[src/rtl/exc_unit.sv]
// exc_unit: exception sequencer feeding the exception-side inputs of cp0.
// It turns exception requests, interrupts, ERET and reset into one-shot CP0
// updates, and produces a PC redirect and a pipeline flush.
// Optional build macro EXC_NMI_EN adds an nmi input that triggers a soft reset.
// All state advances only on clk edges where phi2=1.
// Handshake: no valid/ready. Every pulse output is registered, is high for
// exactly one phi2 period, and is zero otherwise. flush is held for the whole
// FLUSH interval. busy is high whenever the sequencer is not in IDLE.
module exc_unit #(
  parameter logic [63:0] RESET_VEC    = 64'hFFFFFFFFBFC00000,
  parameter logic [63:0] BEV_BASE     = 64'hFFFFFFFFBFC00200,
  parameter logic [63:0] NORM_BASE    = 64'hFFFFFFFF80000000,
  parameter int          FLUSH_CYCLES = 2
) (
  input  logic        clk,
  input  logic        rstn,
  input  logic        phi2,
`ifdef EXC_NMI_EN
  input  logic        nmi,
`endif
  input  logic [31:0] exc_req,
  input  logic [63:0] exc_pc,
  input  logic        exc_bd,
  input  logic        eret_req,
  input  logic [31:0] cp0status,
  input  logic [31:0] cp0cause,
  input  logic [63:0] cp0epc,
  input  logic [63:0] cp0errorepc,
  output logic        cp0setexl,
  output logic [5:0]  cp0setexccode,
  output logic [65:0] cp0setepc,
  output logic        cp0coldreset,
  output logic        cp0softreset,
  output logic        cp0eret,
  output logic        redirect,
  output logic [63:0] redirect_pc,
  output logic        flush,
  output logic        busy,
  output logic [1:0]  state_dbg
);

  typedef enum logic [1:0] {S_COLD = 2'd0, S_IDLE = 2'd1, S_FLUSH = 2'd2} state_t;

  // Exception codes this core implements: 1-13, 15 and 23.
  localparam logic [31:0] IMPL_MASK = 32'h0080_BFFE;

  state_t      state, state_n;
  logic [2:0]  cnt, cnt_n;
  logic        setexl_n, coldreset_n, softreset_n, eret_n, redirect_n, flush_n;
  logic [5:0]  setexccode_n;
  logic [65:0] setepc_n;
  logic [63:0] redirect_pc_n;

  logic        st_ie, st_exl, st_erl, st_bev;
  logic        exc_any, int_pend;
  logic [4:0]  exc_code;
  logic [63:0] vec_base, exc_vec, int_vec, epc_val;
  logic        unused_ok;

  assign st_ie   = cp0status[0];
  assign st_exl  = cp0status[1];
  assign st_erl  = cp0status[2];
  assign st_bev  = cp0status[22];
  assign exc_any = |(exc_req & IMPL_MASK);
  assign int_pend = st_ie && !st_exl && !st_erl && ((cp0cause[15:8] & cp0status[15:8]) != 8'd0);
  assign vec_base = st_bev ? BEV_BASE : NORM_BASE;
  // TLB refill (codes 2/3) uses offset 0 only when not already at exception level.
  assign exc_vec  = vec_base + ((((exc_code == 5'd2) || (exc_code == 5'd3)) && !st_exl) ? 64'h0 : 64'h180);
  assign int_vec  = vec_base + 64'h180;
  assign epc_val  = exc_bd ? (exc_pc - 64'd4) : exc_pc;
  assign state_dbg = state;
  assign unused_ok = &{1'b0, cp0status[31:23], cp0status[21:16], cp0status[7:3],
                       cp0cause[31:16], cp0cause[7:0]};

`ifdef EXC_NMI_EN
  logic nmi_q, nmi_pend, nmi_pend_n, nmi_rise;
  assign nmi_rise = nmi && !nmi_q;

  // NMI edge detector and pending latch, sampled on phi2 only.
  always_ff @(posedge clk or negedge rstn) begin
    if (!rstn) begin
      nmi_q    <= 1'b0;
      nmi_pend <= 1'b0;
    end else if (phi2) begin
      nmi_q    <= nmi;
      nmi_pend <= nmi_pend_n;
    end
  end
`endif

  // Highest-priority implemented exception code among the requested bits.
  always_comb begin
    exc_code = 5'd0;
    if      (exc_req[4])  exc_code = 5'd4;
    else if (exc_req[6])  exc_code = 5'd6;
    else if (exc_req[2])  exc_code = 5'd2;
    else if (exc_req[11]) exc_code = 5'd11;
    else if (exc_req[10]) exc_code = 5'd10;
    else if (exc_req[8])  exc_code = 5'd8;
    else if (exc_req[9])  exc_code = 5'd9;
    else if (exc_req[13]) exc_code = 5'd13;
    else if (exc_req[12]) exc_code = 5'd12;
    else if (exc_req[15]) exc_code = 5'd15;
    else if (exc_req[5])  exc_code = 5'd5;
    else if (exc_req[3])  exc_code = 5'd3;
    else if (exc_req[1])  exc_code = 5'd1;
    else if (exc_req[7])  exc_code = 5'd7;
    else if (exc_req[23]) exc_code = 5'd23;
  end

  // Next-state and next-output logic; every output defaults to zero.
  always_comb begin
    state_n       = state;
    cnt_n         = cnt;
    setexl_n      = 1'b0;
    setexccode_n  = 6'd0;
    setepc_n      = 66'd0;
    coldreset_n   = 1'b0;
    softreset_n   = 1'b0;
    eret_n        = 1'b0;
    redirect_n    = 1'b0;
    redirect_pc_n = 64'd0;
    flush_n       = 1'b0;
`ifdef EXC_NMI_EN
    nmi_pend_n    = nmi_pend || nmi_rise;
`endif
    case (state)
      S_COLD: begin
        coldreset_n   = 1'b1;
        setepc_n      = {2'b00, exc_pc};
        redirect_n    = 1'b1;
        redirect_pc_n = RESET_VEC;
        flush_n       = 1'b1;
        cnt_n         = 3'd0;
        state_n       = S_FLUSH;
      end
      S_FLUSH: begin
        if (cnt == 3'(FLUSH_CYCLES)) begin
          state_n = S_IDLE;
        end else begin
          cnt_n   = cnt + 3'd1;
          flush_n = 1'b1;
        end
      end
      S_IDLE: begin
`ifdef EXC_NMI_EN
        if (nmi_rise || nmi_pend) begin
          nmi_pend_n    = 1'b0;
          softreset_n   = 1'b1;
          setepc_n      = {2'b00, exc_pc};
          redirect_n    = 1'b1;
          redirect_pc_n = RESET_VEC;
          flush_n       = 1'b1;
          cnt_n         = 3'd0;
          state_n       = S_FLUSH;
        end else
`endif
        if (exc_any) begin
          setexl_n      = 1'b1;
          setexccode_n  = {1'b1, exc_code};
          setepc_n      = st_exl ? 66'd0 : {1'b1, exc_bd, epc_val};
          redirect_n    = 1'b1;
          redirect_pc_n = exc_vec;
          flush_n       = 1'b1;
          cnt_n         = 3'd0;
          state_n       = S_FLUSH;
        end else if (eret_req) begin
          eret_n        = 1'b1;
          redirect_n    = 1'b1;
          redirect_pc_n = st_erl ? cp0errorepc : cp0epc;
          flush_n       = 1'b1;
          cnt_n         = 3'd0;
          state_n       = S_FLUSH;
        end else if (int_pend) begin
          setexl_n      = 1'b1;
          setexccode_n  = 6'b100000;
          setepc_n      = {1'b1, exc_bd, epc_val};
          redirect_n    = 1'b1;
          redirect_pc_n = int_vec;
          flush_n       = 1'b1;
          cnt_n         = 3'd0;
          state_n       = S_FLUSH;
        end
      end
      default: state_n = S_COLD;
    endcase
  end

  // State and registered outputs; asynchronous reset returns to COLD.
  always_ff @(posedge clk or negedge rstn) begin
    if (!rstn) begin
      state         <= S_COLD;
      cnt           <= 3'd0;
      cp0setexl     <= 1'b0;
      cp0setexccode <= 6'd0;
      cp0setepc     <= 66'd0;
      cp0coldreset  <= 1'b0;
      cp0softreset  <= 1'b0;
      cp0eret       <= 1'b0;
      redirect      <= 1'b0;
      redirect_pc   <= 64'd0;
      flush         <= 1'b0;
      busy          <= 1'b0;
    end else if (phi2) begin
      state         <= state_n;
      cnt           <= cnt_n;
      cp0setexl     <= setexl_n;
      cp0setexccode <= setexccode_n;
      cp0setepc     <= setepc_n;
      cp0coldreset  <= coldreset_n;
      cp0softreset  <= softreset_n;
      cp0eret       <= eret_n;
      redirect      <= redirect_n;
      redirect_pc   <= redirect_pc_n;
      flush         <= flush_n;
      busy          <= (state_n != S_IDLE);
    end
  end

endmodule

[config.mk]
export PLATFORM = sky130hd
export DESIGN_NAME = exc_unit
export DESIGN_NICKNAME = d
export VERILOG_FILES = /design/src/rtl/exc_unit.sv
export SDC_FILE = /design/constraint.sdc
export NUM_CORES = 1
export LEC_CHECK = 0
export CORE_AREA = 2 2 170 172
export CTS_CLUSTER_SIZE = 8
export DETAILED_ROUTE_END_ITERATION = 6
export DIE_AREA = 0 0 172 174
export GPL_TIMING_DRIVEN = 0
export PLACE_DENSITY_LB_ADDON = 0.2
export REMOVE_ABC_BUFFERS = 1
export SYNTH_ARGS = -nofsm -noshare
export SYNTH_HDL_FRONTEND = slang
export SYNTH_SLANG_ARGS = --single-unit
[constraint.sdc]
create_clock -name clk -period 2.82 [get_ports clk]
set_clock_uncertainty 0.2 [all_clocks]
set_input_delay 0.423 -clock clk [delete_from_list [all_inputs] [get_ports clk]]
set_output_delay 0.423 -clock clk [all_outputs]
set_load 0.03 [all_outputs]
==> flow_summary.ini <==
[run_status]
status = complete, no violations

[yosys]
postSynthCellCount = 918
ys_warn_count = 0
synthSimpleGateAreaFrac_pct = 17.20
ys.flop_type = dfrtp_1
async_flop_share_pct = 100.0
syn-cell-area_mm2 = 0.008453
avgSynthCellArea_um2 = 9.208
synth_top_family_by_area = compound AO/OA/AOI/OAI gates
synth_edf_count = 0
yosysUniqueCellTypes = 71
ys_seq_elements = 146
yosys.area_share.xor_xnor_pct = 0.5181
synth_compound_area_share_pct = 25.53
synthAdderAreaFrac_pct = 0.4440
ys_seq_area_share_pct = 43.22
muxShareOfSynthArea_pct = 8.481

[cells_and_area]
seq_area_mm2 = 0.003659
area_growth_pct = 60.73
antenna_cells = 0
drive_gt1_share_pct = 12.27
fin_util_pct = 48.12
design_area_mm2 = 0.01359
multiInputGateArea_mm2 = 0.004661
fillers = 2696
fin_nets = 1571

[setup_path]
critical_path.max_fanout = 4
slowest_stage = clkdlybuf4s50_1
crit_top_cell = or3_1
critical_path_class = primary input to flip-flop
r2r_end = cp0setepc[47]$_DFFE_PN0P_
startpoint = exc_pc[38]
slowest_delay_ns = 0.48
rr_worst_depth = 5
cp.required_ns = 2.93
endpoint = cp0setepc[43]$_DFFE_PN0P_
cp_cell_sequence = clkdlybuf4s50_1, or3_1, or3_1, or3_1, nor4_1, o21ai_0, a311o_1
r2r-start = state_dbg[0]$_DFFE_PN0P_
r2r_setup_slack_ns = 0.26
arrival_ns = 2.89
start_kind = primary input
crit_path_end_kind = flip-flop

[job]
cap_violations = 0

[routing]
drt-total-wl_um = 34850
vias_per_cell = 5.322
ant_nets = 0
num_vias = 8899
first_iter_violations = 491
wire_per_inst_um = 20.84
drt_pass1_iterations = 5
drc = 0

[floorplanning]
num_io_pins = 438
die-area_mm2 = 0.02993
core_mm2 = 0.02824
die_w_um = 172
rows = 62
dieHeight_um = 174
initial_core_util_pct = 29.94

[power]
p_leak_uw = 0.005396
worst_ir_drop_vdd_uv = 271.5
powerDensity_mw_per_mm2 = 570.2

[global_route]
grt_start_max_net_pins = 103
grt_pass1_vias = 8925
overflow = 0
grt_pass1_wl_um = 52450
antenna_found_initial = 0
grtUsageTotal_pct = 22.91

[place]
hpwl_um = 25230
numPortBuffers = 375
gp_congestion = 0.8416
place_area_mm2 = 0.01255

[clock_tree]
clkSinkCount = 146
clk_latency_ns = 0.42
cts_tree = yes
clockBufferDepth = 2
h-tree-depth = 4
cts-root-buf = clkbuf_16
cts_buffers = 17
clk_pin_slew_ns = 0.07

[hold_path]
holdCritPathClass = primary input to flip-flop

[timing]
tightest_slew_ns = 0.9994
maxSlewViolCount = 0
period_minus_slack_ns = 2.777
hold_violations = 0
setup_viol = 0
fmax_ghz = 0.3601
fin_crit_sh_pct = 98.48
slew_headroom_pct = 33.13
rsz0062_at_grt = yes
whs_ns = 0.1253
[how the worst min path moves through the flow]
stage	from	endpoint	slack, ns	cells after the start
2_1_floorplan	rstn	busy$_DFFE_PN0P_	-0.07	0
6_report	exc_pc[35]	cp0setepc[35]$_DFFE_PN0P_	0.13	2
4_1_cts	phi2	cp0setexccode[2]$_DFFE_PN0P_	0.26	2
3_5_place_dp	rstn	cp0setepc[65]$_DFFE_PN0P_	0.14	1
5_1_grt	exc_pc[35]	cp0setepc[35]$_DFFE_PN0P_	0.13	2
3_3_place_gp	redirect_pc[9]$_DFFE_PN0P_	redirect_pc[9]$_DFFE_PN0P_	0.26	1
[where the power goes]
group,switching (µW),leakage [µW],internal (µW),total [µW]
combinational,1610,0.00323,1210,2830
sequential,229,0.00190,2430,2660
clock,1020,0.000269,1240,2260
total,2860,0.00540,4890,7750
[cells in the mapped netlist (all sizes together) (4+ instances only)]
library cell | count | area share (%)
a31oi | 13 | 0.96
nand2 | 73 | 3.2
o221ai | 8 | 0.83
clkbuf | 57 | 2.5
mux2 | 45 | 6.0
a22oi | 11 | 0.98
nand4 | 13 | 1.0
or3 | 11 | 0.81
nor2b | 4 | 0.30
o211a | 9 | 1.1
nor3 | 34 | 2.1
inv | 30 | 1.3
a211oi | 6 | 0.53
o2bb2ai | 56 | 5.8
o311ai | 12 | 1.2
o21ai | 57 | 3.4
a32o | 5 | 0.59
o211ai | 21 | 1.9
or4 | 6 | 0.62
a21o | 9 | 0.80
buf | 11 | 0.65
a21oi | 84 | 5.0
nor4 | 25 | 2.2
dfrtp | 146 | 43
and2 | 4 | 0.30
nor2 | 60 | 2.7
nand3 | 33 | 2.0
mux2i | 21 | 2.5
[what timing repair did]
item	in CTS	in global routing
hold buffers	1	0
setup endpoints to repair	136	85
pin swaps	8	8
resized for setup	28	33
setup buffers	22	3
hold endpoints to repair	44	0
[cell families after synthesis]
group / after synthesis
and+or+nand+nor: 284
DFF: 146
other: 1
adders and majority gates: 3
muxes: 66
AOI/OAI and AO/OA: 314
buffers and inverters: 99
xor gates and xnor gates: 5
[layout make-up]
| cell class | instances | area share (%) |
|---|---|---|
| repair buffers | 406 | 30.11 |
| clock buffers | 18 | 3.159 |
| clock inverters | 14 | 1.068 |
| inverters | 31 | 0.8933 |
| well taps | 384 | 3.536 |
| flip-flops and latches | 146 | 26.93 |
| multi-input cells | 673 | 34.30 |
[registers in the layout, summed over array words and instances, names as in the netlist]
| signal | flops |
|---|---|
| flush | 1 |
| cp0setexccode | 5 |
| redirect_pc | 64 |
| redirect | 1 |
| state_dbg | 2 |
| busy | 1 |
| cp0coldreset | 1 |
| cp0setepc | 66 |
| cp0setexl | 1 |
| cp0eret | 1 |
| cnt | 3 |
[metrics by stage]
step,TNS [ns],instances,setup slack [ns],total power (µW)
5_1_grt,-0.001588,1672,-0.001588,8124
4_1_cts,0,1669,0.003598,7828
2_1_floorplan,-37.48,850,-0.9072,3966
3_3_place_gp,-1537.72,1609,-7.281,5472
3_5_place_dp,-143.92,1614,-1.639,5496
6_report,0,1672,0.04278,7747
[cells in the final DEF (no fill, tap or decap), drive strengths merged, types with 8 or more instances in the layout]
master,count
nor3,34
buf,33
or3,11
inv,38
clkdlybuf4s50,364
o211a,9
dfrtp,146
o221ai,8
o311ai,12
a22oi,11
nand2,73
o21ai,57
clkbuf,19
nand3,33
nor2,60
a21o,9
o211ai,21
a21oi,84
nand4,13
a31oi,13
mux2i,21
nor4,25
o2bb2ai,56
mux2,45
[worst max-delay path, delay by kind of cell]
kind	cells	cell delay (ns)
buf+inv	1	0.48
simple gates	4	1.49
compound gates	2	0.49
[layer usage]
layer / vias up / global-route usage [%] / part of all wire, %
met2: 341 / 38.57 / 48
met5: - / 0 / 0
li1: 4221 / - / -
met4: 0 / 6.968 / 2.2
met3: 32 / 7.013 / 8.7
met1: 4305 / 28.02 / 41
(Power assumes the default switching activity.)
